## config.mk

```make
export PLATFORM = sky130hd
export DESIGN_NAME = ssd_mux_capture
export DESIGN_NICKNAME = d
export VERILOG_FILES = /design/src/rtl/ssd_pkg.sv /design/src/rtl/ssd_seg2hex.sv /design/src/rtl/ssd_mux_capture.sv
export SDC_FILE = /design/constraint.sdc
export NUM_CORES = 1
export LEC_CHECK = 0
export ABC_CLOCK_PERIOD_IN_PS = 2500
export CAP_MARGIN = 10
export CORE_MARGIN = 2
export CORE_UTILIZATION = 53
export DETAILED_ROUTE_END_ITERATION = 10
export PLACE_DENSITY = 0.76
export SYNTH_ARGS = -nofsm -noshare
export SYNTH_HDL_FRONTEND = slang
export SYNTH_SLANG_ARGS = --single-unit
```

## constraint.sdc

```tcl
create_clock -name clk -period 2.5 [get_ports clk]
set_input_delay 0.5 -clock clk [delete_from_list [all_inputs] [get_ports clk]]
set_output_delay 0.5 -clock clk [all_outputs]
set_load 0.01 [all_outputs]
```

## src/rtl/ssd_pkg.sv

```systemverilog
// Shared definitions for the two-digit multiplexed 7-segment display link.
// The glyph table is the single source of truth for both the display
// driver (nibble -> segments) and the capture side (segments -> nibble).
// Segment bus order is {g,f,e,d,c,b,a}, active-high, bit0 = a.
package ssd_pkg;

    localparam int SEG_A = 0;
    localparam int SEG_B = 1;
    localparam int SEG_C = 2;
    localparam int SEG_D = 3;
    localparam int SEG_E = 4;
    localparam int SEG_F = 5;
    localparam int SEG_G = 6;

    localparam logic [6:0] SEG_BLANK = 7'h00;

    localparam logic [6:0] SEG_GLYPH [0:15] = '{
        7'h3F, 7'h06, 7'h5B, 7'h4F, 7'h66, 7'h6D, 7'h7D, 7'h07,
        7'h7F, 7'h6F, 7'h77, 7'h7C, 7'h39, 7'h5E, 7'h79, 7'h71
    };

    typedef enum logic [1:0] {
        WAIT_EDGE = 2'd0,
        SETTLE    = 2'd1,
        SAMPLE    = 2'd2
    } cap_state_e;

endpackage

```

## src/rtl/ssd_seg2hex.sv

```systemverilog
// Reverse glyph lookup: maps a 7-segment pattern back to its hex nibble.
// Ports:
//   seg_i    : segment pattern {g..a}
//   hit_o    : 1 when seg_i is one of the 16 hex glyphs
//   nibble_o : recovered nibble (0 when hit_o is 0)
module ssd_seg2hex
    import ssd_pkg::*;
(
    input  logic [6:0] seg_i,
    output logic       hit_o,
    output logic [3:0] nibble_o
);

    always_comb begin
        hit_o    = 1'b0;
        nibble_o = '0;
        for (int unsigned i = 0; i < 16; i++) begin
            if (seg_i == SEG_GLYPH[i]) begin
                hit_o    = 1'b1;
                nibble_o = 4'(i);
            end
        end
    end

endmodule

```

## src/rtl/ssd_mux_capture.sv

```systemverilog
// Receive side of the two-digit multiplexed 7-segment display link.
// Synchronises sel/seg, waits for the segment bus to settle after each sel
// edge, decodes the digit and assembles {upper,lower} frames. A frame is
// published once it has been seen STABLE_FRAMES times in a row.
// Ports:
//   clk, rst_n  : system clock, asynchronous active-low reset
//   sel_in      : 1 = upper-nibble digit, 0 = lower-nibble digit
//   seg_in      : segments {g..a}, active-high
//   data_out    : last published byte {upper,lower}
//   data_valid  : 1-cycle pulse when data_out updates
//   locked      : last frame decoded cleanly and link alive
//   seg_error   : 1-cycle pulse on a non-glyph sample
//   link_lost   : no sel edge for TIMEOUT_CYCLES
module ssd_mux_capture
    import ssd_pkg::*;
#(
    parameter int SYNC_STAGES    = 2,
    parameter int SETTLE_CYCLES  = 4,
    parameter int STABLE_FRAMES  = 2,
    parameter int TIMEOUT_CYCLES = 65535
) (
    input  logic       clk,
    input  logic       rst_n,
    input  logic       sel_in,
    input  logic [6:0] seg_in,
    output logic [7:0] data_out,
    output logic       data_valid,
    output logic       locked,
    output logic       seg_error,
    output logic       link_lost
);

    localparam int SW  = (SETTLE_CYCLES > 1) ? $clog2(SETTLE_CYCLES) : 1;
    localparam int STW = $clog2(STABLE_FRAMES + 1);
    localparam logic [SW-1:0]  SETTLE_LOAD = SW'(SETTLE_CYCLES - 1);
    localparam logic [STW-1:0] STABLE_MAX  = STW'(STABLE_FRAMES);
    localparam logic [15:0]    TOUT_MAX    = 16'(TIMEOUT_CYCLES);

    // Synchronisers
    logic [SYNC_STAGES-1:0] sel_sync_q;
    logic [6:0]             seg_sync_q [SYNC_STAGES];
    logic                   sel_s;
    logic [6:0]             seg_s;

    assign sel_s = sel_sync_q[SYNC_STAGES-1];
    assign seg_s = seg_sync_q[SYNC_STAGES-1];

    always_ff @(posedge clk or negedge rst_n) begin
        if (!rst_n) begin
            sel_sync_q <= '0;
            for (int unsigned i = 0; i < SYNC_STAGES; i++) begin
                seg_sync_q[i] <= '0;
            end
        end else begin
            sel_sync_q <= {sel_sync_q[SYNC_STAGES-2:0], sel_in};
            seg_sync_q[0] <= seg_in;
            for (int unsigned i = 1; i < SYNC_STAGES; i++) begin
                seg_sync_q[i] <= seg_sync_q[i-1];
            end
        end
    end

    // Decoder
    logic       hit;
    logic [3:0] nib;

    ssd_seg2hex u_seg2hex (
        .seg_i    (seg_s),
        .hit_o    (hit),
        .nibble_o (nib)
    );

    // State
    cap_state_e     state_q, state_d;
    logic           sel_prev_q;
    logic [SW-1:0]  settle_q, settle_d;
    logic           phase_q, phase_d;
    logic [3:0]     up_q, up_d;
    logic [3:0]     lo_q, lo_d;
    logic           up_ok_q, up_ok_d;
    logic           lo_ok_q, lo_ok_d;
    logic [7:0]     prev_frame_q, prev_frame_d;
    logic [STW-1:0] stable_q, stable_d;
    logic [7:0]     data_q, data_d;
    logic           pub_any_q, pub_any_d;
    logic           valid_q, valid_d;
    logic           locked_q, locked_d;
    logic           err_q, err_d;
    logic [15:0]    tout_q, tout_d;

    logic       sel_edge;
    logic       lost;
    logic [7:0] frame;

    assign sel_edge = sel_s ^ sel_prev_q;
    assign lost     = (tout_q == TOUT_MAX);

    always_comb begin
        state_d      = state_q;
        settle_d     = settle_q;
        phase_d      = phase_q;
        up_d         = up_q;
        lo_d         = lo_q;
        up_ok_d      = up_ok_q;
        lo_ok_d      = lo_ok_q;
        prev_frame_d = prev_frame_q;
        stable_d     = stable_q;
        data_d       = data_q;
        pub_any_d    = pub_any_q;
        valid_d      = 1'b0;
        locked_d     = locked_q;
        err_d        = 1'b0;
        frame        = {up_q, nib};

        if (sel_edge) begin
            tout_d = '0;
        end else if (!lost) begin
            tout_d = tout_q + 16'd1;
        end else begin
            tout_d = tout_q;
        end

        unique case (state_q)
            WAIT_EDGE: begin
                if (sel_edge) begin
                    state_d  = SETTLE;
                    settle_d = SETTLE_LOAD;
                    phase_d  = sel_s;
                end
            end
            SETTLE: begin
                // A fresh edge abandons the current phase and restarts settling.
                if (sel_edge) begin
                    settle_d = SETTLE_LOAD;
                    phase_d  = sel_s;
                end else if (settle_q == '0) begin
                    state_d = SAMPLE;
                end else begin
                    settle_d = settle_q - 1'b1;
                end
            end
            SAMPLE: begin
                if (!hit) begin
                    err_d    = 1'b1;
                    locked_d = 1'b0;
                    up_ok_d  = 1'b0;
                    lo_ok_d  = 1'b0;
                    stable_d = '0;
                end else if (phase_q) begin
                    up_d    = nib;
                    up_ok_d = 1'b1;
                end else begin
                    lo_d    = nib;
                    lo_ok_d = 1'b1;
                    if (up_ok_q) begin
                        up_ok_d      = 1'b0;
                        lo_ok_d      = 1'b0;
                        locked_d     = 1'b1;
                        prev_frame_d = frame;
                        if (frame != prev_frame_q) begin
                            stable_d = STW'(1);
                        end else if (stable_q != STABLE_MAX) begin
                            stable_d = stable_q + 1'b1;
                        end
                        if (stable_d == STABLE_MAX &&
                            (frame != data_q || !pub_any_q)) begin
                            data_d    = frame;
                            valid_d   = 1'b1;
                            pub_any_d = 1'b1;
                        end
                    end
                end
                if (sel_edge) begin
                    state_d  = SETTLE;
                    settle_d = SETTLE_LOAD;
                    phase_d  = sel_s;
                end else begin
                    state_d = WAIT_EDGE;
                end
            end
            default: state_d = WAIT_EDGE;
        endcase

        // Lost link overrides everything except an edge that revives it.
        if (lost) begin
            up_ok_d  = 1'b0;
            lo_ok_d  = 1'b0;
            stable_d = '0;
            locked_d = 1'b0;
            valid_d  = 1'b0;
            err_d    = 1'b0;
            data_d   = data_q;
            if (!sel_edge) begin
                state_d = WAIT_EDGE;
            end
        end
    end

    always_ff @(posedge clk or negedge rst_n) begin
        if (!rst_n) begin
            state_q      <= WAIT_EDGE;
            sel_prev_q   <= 1'b0;
            settle_q     <= '0;
            phase_q      <= 1'b0;
            up_q         <= '0;
            lo_q         <= '0;
            up_ok_q      <= 1'b0;
            lo_ok_q      <= 1'b0;
            prev_frame_q <= '0;
            stable_q     <= '0;
            data_q       <= '0;
            pub_any_q    <= 1'b0;
            valid_q      <= 1'b0;
            locked_q     <= 1'b0;
            err_q        <= 1'b0;
            tout_q       <= '0;
        end else begin
            state_q      <= state_d;
            sel_prev_q   <= sel_s;
            settle_q     <= settle_d;
            phase_q      <= phase_d;
            up_q         <= up_d;
            lo_q         <= lo_d;
            up_ok_q      <= up_ok_d;
            lo_ok_q      <= lo_ok_d;
            prev_frame_q <= prev_frame_d;
            stable_q     <= stable_d;
            data_q       <= data_d;
            pub_any_q    <= pub_any_d;
            valid_q      <= valid_d;
            locked_q     <= locked_d;
            err_q        <= err_d;
            tout_q       <= tout_d;
        end
    end

    assign data_out   = data_q;
    assign data_valid = valid_q;
    assign locked     = locked_q;
    assign seg_error  = err_q;
    assign link_lost  = lost;

endmodule

```

==> results of run 1 <==
## area by class of cell
class | count | area share, %
inverter | 10 | 0.902
clock buffer | 10 | 3.07
clock inverter | 6 | 1.41
tap | 75 | 2.25
sequential | 65 | 39.3
multi-input combinational | 209 | 38.7
timing repair buffer | 68 | 14.4
## power by group through the flow
stage | logic (uW) | registers, uW | clock network (uW)
after floorplan | 165 | 1150 | 0
after global placement | 217 | 1170 | 0
after detailed placement | 228 | 1170 | 0
after CTS | 243 | 1150 | 877
after global routing | 285 | 1160 | 928
final | 259 | 1160 | 861
## logic make-up after synthesis
| group | Yosys count |
|---|---|
| flip-flops | 65 |
| AO/OA/AOI/OAI | 49 |
| buffers and inverters | 22 |
| XOR/XNOR | 22 |
| AND/OR/NAND/NOR | 117 |
| multiplexers | 18 |
| adder cells (fa/ha/maj) | 3 |
## cell usage after synthesis, drive strengths merged, types with 4 or more instances
| cell | number |
|---|---|
| buf | 7 |
| and3 | 4 |
| nand2 | 12 |
| a21oi | 13 |
| xnor2 | 6 |
| nand4 | 6 |
| nand3 | 15 |
| nor2 | 29 |
| nor3 | 9 |
| xor2 | 16 |
| mux2 | 15 |
| nor3b | 4 |
| nor2b | 5 |
| clkbuf | 5 |
| dfrtp | 65 |
| nor4 | 7 |
| o21ai | 7 |
| or3 | 5 |
| inv | 10 |
## critical path, delay by kind of cell (launching register included)
kind	cells	cell delay, ns
simple gates	4	0.88
compound gates	2	0.73
flops	1	0.44
mux	1	0.29
buf+inv	2	0.27
## flip-flops by register name, indices dropped and copies added, names as in the netlist, 2 cells and up
register	cells
data_out	8
prev_frame_q	8
seg_s	7
seg_sync_q	7
sel_sync_q	2
settle_q	2
stable_q	2
state_q	2
tout_q	16
up_q	4
## stage by stage
step / total power [uW] / setup WS [ns]
finish: 2280 / -0.219
global route: 2380 / -0.311
CTS: 2270 / -0.177
detailed placement: 1400 / -0.232
global placement: 1390 / -0.172
floorplan: 1310 / -0.0950
## worst max-delay path by stage
| stage | slack (ns) | to | cells after the start |
|---|---|---|---|
| 2_1_floorplan | -0.1 | data_out[2]$_DFFE_PN0P_ | 8 |
| 3_3_place_gp | -0.17 | data_out[4]$_DFFE_PN0P_ | 8 |
| 3_5_place_dp | -0.23 | data_out[0]$_DFFE_PN0P_ | 8 |
| 4_1_cts | -0.18 | data_out[4]$_DFFE_PN0P_ | 9 |
| 5_1_grt | -0.31 | data_out[5]$_DFFE_PN0P_ | 10 |
| 6_report | -0.22 | data_out[4]$_DFFE_PN0P_ | 9 |
## timing repair
action                     in CTS  in global routing
cloned                          0                  0
setup buffers                   9                  6
setup endpoints to repair      20                 21
gates resized for setup        18                 27
hold buffers                    0                  0
pin swaps                       8                 13
## metal layers
layer  vias to the layer above  wire, um
met2                        93      3840
met4                         0       126
met3                        16       446
met5                         -         0
met1                      1302      3050
li1                       1210         -
## cells in the final DEF, fill, tap and decap left out, types with 9 or more instances in the layout
| master | n |
|---|---|
| sky130_fd_sc_hd__dfrtp_1 | 58 |
| sky130_fd_sc_hd__inv_1 | 10 |
| sky130_fd_sc_hd__clkbuf_8 | 9 |
| sky130_fd_sc_hd__buf_4 | 37 |
| sky130_fd_sc_hd__clkdlybuf4s50_1 | 19 |
| sky130_fd_sc_hd__nor2_1 | 27 |
| sky130_fd_sc_hd__mux2_2 | 13 |
| sky130_fd_sc_hd__xor2_1 | 15 |
| sky130_fd_sc_hd__nand3_1 | 12 |
| sky130_fd_sc_hd__nand2_1 | 12 |
| sky130_fd_sc_hd__a21oi_1 | 11 |
==> flow_summary.toml, run 1 <==
[place]
placed_cells_incl_taps = 413
dpl.hpwl_um = 4570
globalplace.congestion = 0.874
area_post_placement_mm2 = 0.00370
port-buffer-count = 21

[pwr]
power_density_mw_per_mm2 = 547
p_seq_share_pct = 50.8
p_sw_share_pct = 25.9
total_leakage_power_uw = 0.00188
power_frac_clock_pct = 37.8
ir_worst_vdd_mv = 0.470
p_sw_uw = 590
cell_internal_pwr_uw = 1690
comb_power_share_pct = 11.4

[worst_setup_path]
critical-path-top-cell-by-count = "sky130_fd_sc_hd__buf_6"
cp_cell_sequence = "buf_6, nand4b_1, nor2_2, or4_1, a222oi_1, o211a_1, nor4b_4, buf_6, mux2_4"
crit_fanout = 6
cp.arrival_ns = 2.96
r2r_end = "data_out[4]$_DFFE_PN0P_"
worstSetupPathType = "reg2reg"
critical_path_source = "seg_s[1]$_DFF_PN0_"
r2r-start = "seg_s[1]$_DFF_PN0_"
crit_path_end_kind = "flip-flop"
critical-path-slowest-cell = "sky130_fd_sc_hd__or4_1"
critical_path.startpoint_type = "flip-flop"
cp_slowest_stage_delay_ns = 0.52
required_ns = 2.74
timing.reg2reg.worst_path_depth = 9
setup.reg_to_reg.worst_slack_ns = -0.22

[grt]
grt_util_all_layers_pct = 23.8
largest_net_degree_at_the_start_of_global_routing = 66
groute.layer.met3.usage_pct = 6.59
grt_antenna_before_repair = 0
global_route.usage.met1_pct = 29.8
grt_first_pass_wirelength_um = 11800
gr-max-usage-layer = "met2"
grt.met2_usage_pct = 39.2
gr-total-overflow = 0
first_global_vias = 2555

[timing]
setup_tns_ns = -1.49
finalHoldViolCount = 0
finalCritPeriodShare_pct = 109
slew_of_the_pin_with_the_lowest_slew_margin_ns = 0.473
slew_violations = 0
timing.clock.skew_ns = 0.0147
fin_ws_ns = -0.219
worst_hold_slack_ns = 0.130
min_period_ns = 2.72
rsz0062_at_grt = "true"
worst_slew_margin_rel_pct = 68.2
max_freq_mhz = 368
setup-violations-final = 9

[floorplan]
area_of_the_die_mm2 = 0.00665
floorplan.io_pins = 22
dieWidth_um = 81.6
rows = 28
start_util_pct = 54.5
die_h_um = 81.6
core_mm2 = 0.00585

[synthesis]
synthArstFlopShare_pct = 100
yosysTopAreaCell = "sky130_fd_sc_hd__dfrtp_1"
syn-num-nets = 309
post_synth_xor_area_fraction_pct = 6.04
yosysSeqAreaShare_pct = 51.0
postSynthRegisterBits = 65
ys_types = 58
yosys.area_share.adder_pct = 1.18
synth_area_mm2 = 0.00319
syn-mean-instance-area_um2 = 10.8
synth_area_leaders = "sky130_fd_sc_hd__dfrtp_1 (51%), sky130_fd_sc_hd__mux2_2 (5.3%), sky130_fd_sc_hd__xor2_1 (4.4%)"
synthMuxAreaShare_pct = 6.24
synth_edf_count = 0
main_combinational_cell_family_by_area_after_synthesis = "simple AND/OR/NAND/NOR gates"
yosys.area.top_type_share_pct = 51.0
synthesis.yosys.warnings = 0
complex_gate_fraction_of_the_synthesized_area_pct = 11.3
synth_simple_gate_area_share_pct = 20.8
ys_dominant_reg_cell = "sky130_fd_sc_hd__dfrtp_1"
syn_inst = 296

[clock_network]
clock_sink_count = 65
cts-root-buf = "sky130_fd_sc_hd__clkbuf_8"
worstSkewPairLatency_ns = 0.35
htree_levels = 3
tritoncts = "yes"
numCtsBuffers = 9
cts.path.max_buffers = 2
clk_transition_reported_paths_ns = 0.08

[flow_run]
maxCapViolations = 0

[detailed_routing]
finalWirelength_um = 7470
num_vias = 2621
drt_iter0_drc = 198
post_drt_wl_per_cell_um = 16.9
dr.pass1.iters = 5
total_drc_errors_in_the_routed_layout = 0
ant_nets = 0
routed_via_density = 5.92

[cells_and_area]
multi_input_comb_area_mm2 = 0.00161
num-nets-final = 376
drive_gt1_share_pct = 32.1
seqCellArea_mm2 = 0.00164
postLayoutCoreUtil_pct = 71.1
layout.cell_area.non_filler_mm2 = 0.00416
antenna_cells_inserted = 0
finalNonFillerCells = 443
layout.filler_cells = 415
layout-area-overhead-vs-synth_pct = 30.5

[worst_hold_path]
timing.hold.worst.class = "in2async"

[status]
status = "complete, but fails checks"
failed_checks = "negative setup slack"
(Power assumes the default switching activity.)
==> inputs of run 2 (changes only) <==
--- a/config.mk
+++ b/config.mk
@@ -13,2 +13,3 @@
 export PLACE_DENSITY = 0.76
+export SETUP_SLACK_MARGIN = 0.02
 export SYNTH_ARGS = -nofsm -noshare
==> constraint.sdc (replaced) <==
create_clock -name clk -period 2.5 [get_ports clk]
set_input_delay 0.25 -clock clk [delete_from_list [all_inputs] [get_ports clk]]
set_output_delay 0.25 -clock clk [all_outputs]
set_load 0.01 [all_outputs]
==> flow_summary.toml, run 2 (synthesis results as in run 1) <==
[floorplan]
dieWidth_um = 81.6
start_util_pct = 54.5
rows = 28
core_mm2 = 0.00585
die_h_um = 81.6
floorplan.io_pins = 22
area_of_the_die_mm2 = 0.00665

[timing]
rsz0062_at_grt = "true"
fin_ws_ns = -0.163
slew_violations = 0
finalHoldViolCount = 0
worst_slew_margin_rel_pct = 63.0
timing.clock.skew_ns = 0.00799
slew_of_the_pin_with_the_lowest_slew_margin_ns = 0.555
setup-violations-final = 10
min_period_ns = 2.66
finalCritPeriodShare_pct = 107
max_freq_mhz = 376
setup_tns_ns = -1.08
worst_hold_slack_ns = 0.335

[detailed_routing]
dr.pass1.iters = 4
total_drc_errors_in_the_routed_layout = 0
num_vias = 2561
drt_iter0_drc = 123
ant_nets = 0
routed_via_density = 5.79
finalWirelength_um = 7220
post_drt_wl_per_cell_um = 16.3

[cells_and_area]
num-nets-final = 375
finalNonFillerCells = 442
drive_gt1_share_pct = 29.7
largest_register_ff_count = 16
mostFrequentLayoutCell = "sky130_fd_sc_hd__dfrtp_1"
mostFrequentLayoutCells = "sky130_fd_sc_hd__dfrtp_1 (59), sky130_fd_sc_hd__buf_4 (43), sky130_fd_sc_hd__nor2_1 (27)"
postLayoutCoreUtil_pct = 72.0
layout.filler_cells = 404
antenna_cells_inserted = 0
max_flop_register = "tout_q"
layout-area-overhead-vs-synth_pct = 32.2

[worst_setup_path]
buffers_plus_inverters_on_the_worst_setup_path = 1
critical_path.startpoint_type = "flip-flop"
required_ns = 2.74
critical-path-slowest-cell = "sky130_fd_sc_hd__dfrtp_1"
cp_cell_sequence = "o2111a_1, o21a_1, or4_1, a222oi_1, o211a_1, nor4b_4, buf_6, mux2_4"
critical-path-top-delay-family = "compound AO/OA/AOI/OAI gates"
cp_slowest_stage_delay_ns = 0.44
crit_path_end_kind = "flip-flop"
worstSetupPathType = "reg2reg"
cp.arrival_ns = 2.91
crit_fanout = 6

[status]
failed_checks = "negative setup slack"
status = "complete, but fails checks"

[clock_network]
tritoncts = "yes"
htree_levels = 3
clk_transition_reported_paths_ns = 0.08
numCtsBuffers = 9
cts.path.max_buffers = 2
worstSkewPairLatency_ns = 0.35
cts-root-buf = "sky130_fd_sc_hd__clkbuf_8"
clock_sink_count = 65

[place]
port-buffer-count = 21
dpl.hpwl_um = 4720
globalplace.congestion = 0.880
placed_cells_incl_taps = 413

[grt]
grt_first_pass_wirelength_um = 11600
grt_antenna_before_repair = 0
grt_util_all_layers_pct = 23.6
gr-total-overflow = 0
first_global_vias = 2487
largest_net_degree_at_the_start_of_global_routing = 45

[flow_run]
maxCapViolations = 0

[pwr]
ir_worst_vdd_mv = 0.484
total_leakage_power_uw = 0.00192
report.power.total_uw = 2610
power_density_mw_per_mm2 = 620

[worst_hold_path]
timing.hold.worst.class = "in2reg"
run 2: cell types whose count changed in the layout (fill, tap and decap cells not counted), moves of 2 or more:
cell	previous run	this run
sky130_fd_sc_hd__bufinv_16	1	4
sky130_fd_sc_hd__clkinv_2	4	1
sky130_fd_sc_hd__nand3_2	3	1
sky130_fd_sc_hd__buf_4	37	43
sky130_fd_sc_hd__clkbuf_2	2	0
sky130_fd_sc_hd__nor4_1	6	4
sky130_fd_sc_hd__buf_6	6	1
run 2: per-stage QoR:
step	worst slack (ns)	area, um2
floorplan	-0.0950	3220
global placement	-0.160	3700
detailed placement	-0.251	3700
CTS	-0.124	4080
global route	-0.251	4220
finish	-0.163	4220
run 2: final timing paths:
kind                                              start                       to  slack (ns)  cells after the start
worst min register to register  sel_sync_q[0]$_DFF_PN0_  sel_sync_q[1]$_DFF_PN0_        0.35                      0
worst min-delay path                          seg_in[1]  seg_sync_q[8]$_DFF_PN0_        0.34                      1
worst max-delay path                 seg_s[5]$_DFF_PN0_  data_out[4]$_DFFE_PN0P_       -0.16                      8
worst max register to register       seg_s[5]$_DFF_PN0_  data_out[4]$_DFFE_PN0P_       -0.16                      8
max in group asynchronous                         rst_n       seg_s[2]$_DFF_PN0_        1.46                      3
min in group asynchronous                         rst_n  data_out[0]$_DFFE_PN0P_        0.42                      2
run 2: layout make-up:
cell class              count  area (um2)  share of cell area [%]
flip-flops and latches     65        1630                    38.8
multi-input cells         209        1620                    38.3
repair buffers             67         569                    13.5
clock inverters             7         141                    3.35
clock buffers               9         124                    2.94
well taps                  75        93.8                    2.23
inverters                  10        37.5                   0.890
run 2: repair_timing:
action	CTS	global route
pin swaps	7	13
buffers inserted	7	6
hold endpoints to repair	21	0
setup endpoints to repair	18	23
hold buffers	1	0
cloned	0	0
resized for setup	12	17
run 2: report_power, final:
group / switching (uW) / internal [uW] / total (uW) / leakage, uW
Sequential: 58.7 / 1100 / 1160 / 0.000846
Clock: 431 / 765 / 1200 / 0.000130
Combinational: 130 / 130 / 260 / 0.000944
run 2: per-layer routing:
layer / up-vias / global-route usage, % / part of all wire, %
met5: - / 0 / 0
met4: 0 / 10.0 / 2.2
met2: 59 / 39.0 / 51
li1: 1209 / - / -
met3: 16 / 5.60 / 3.5
met1: 1277 / 29.6 / 44
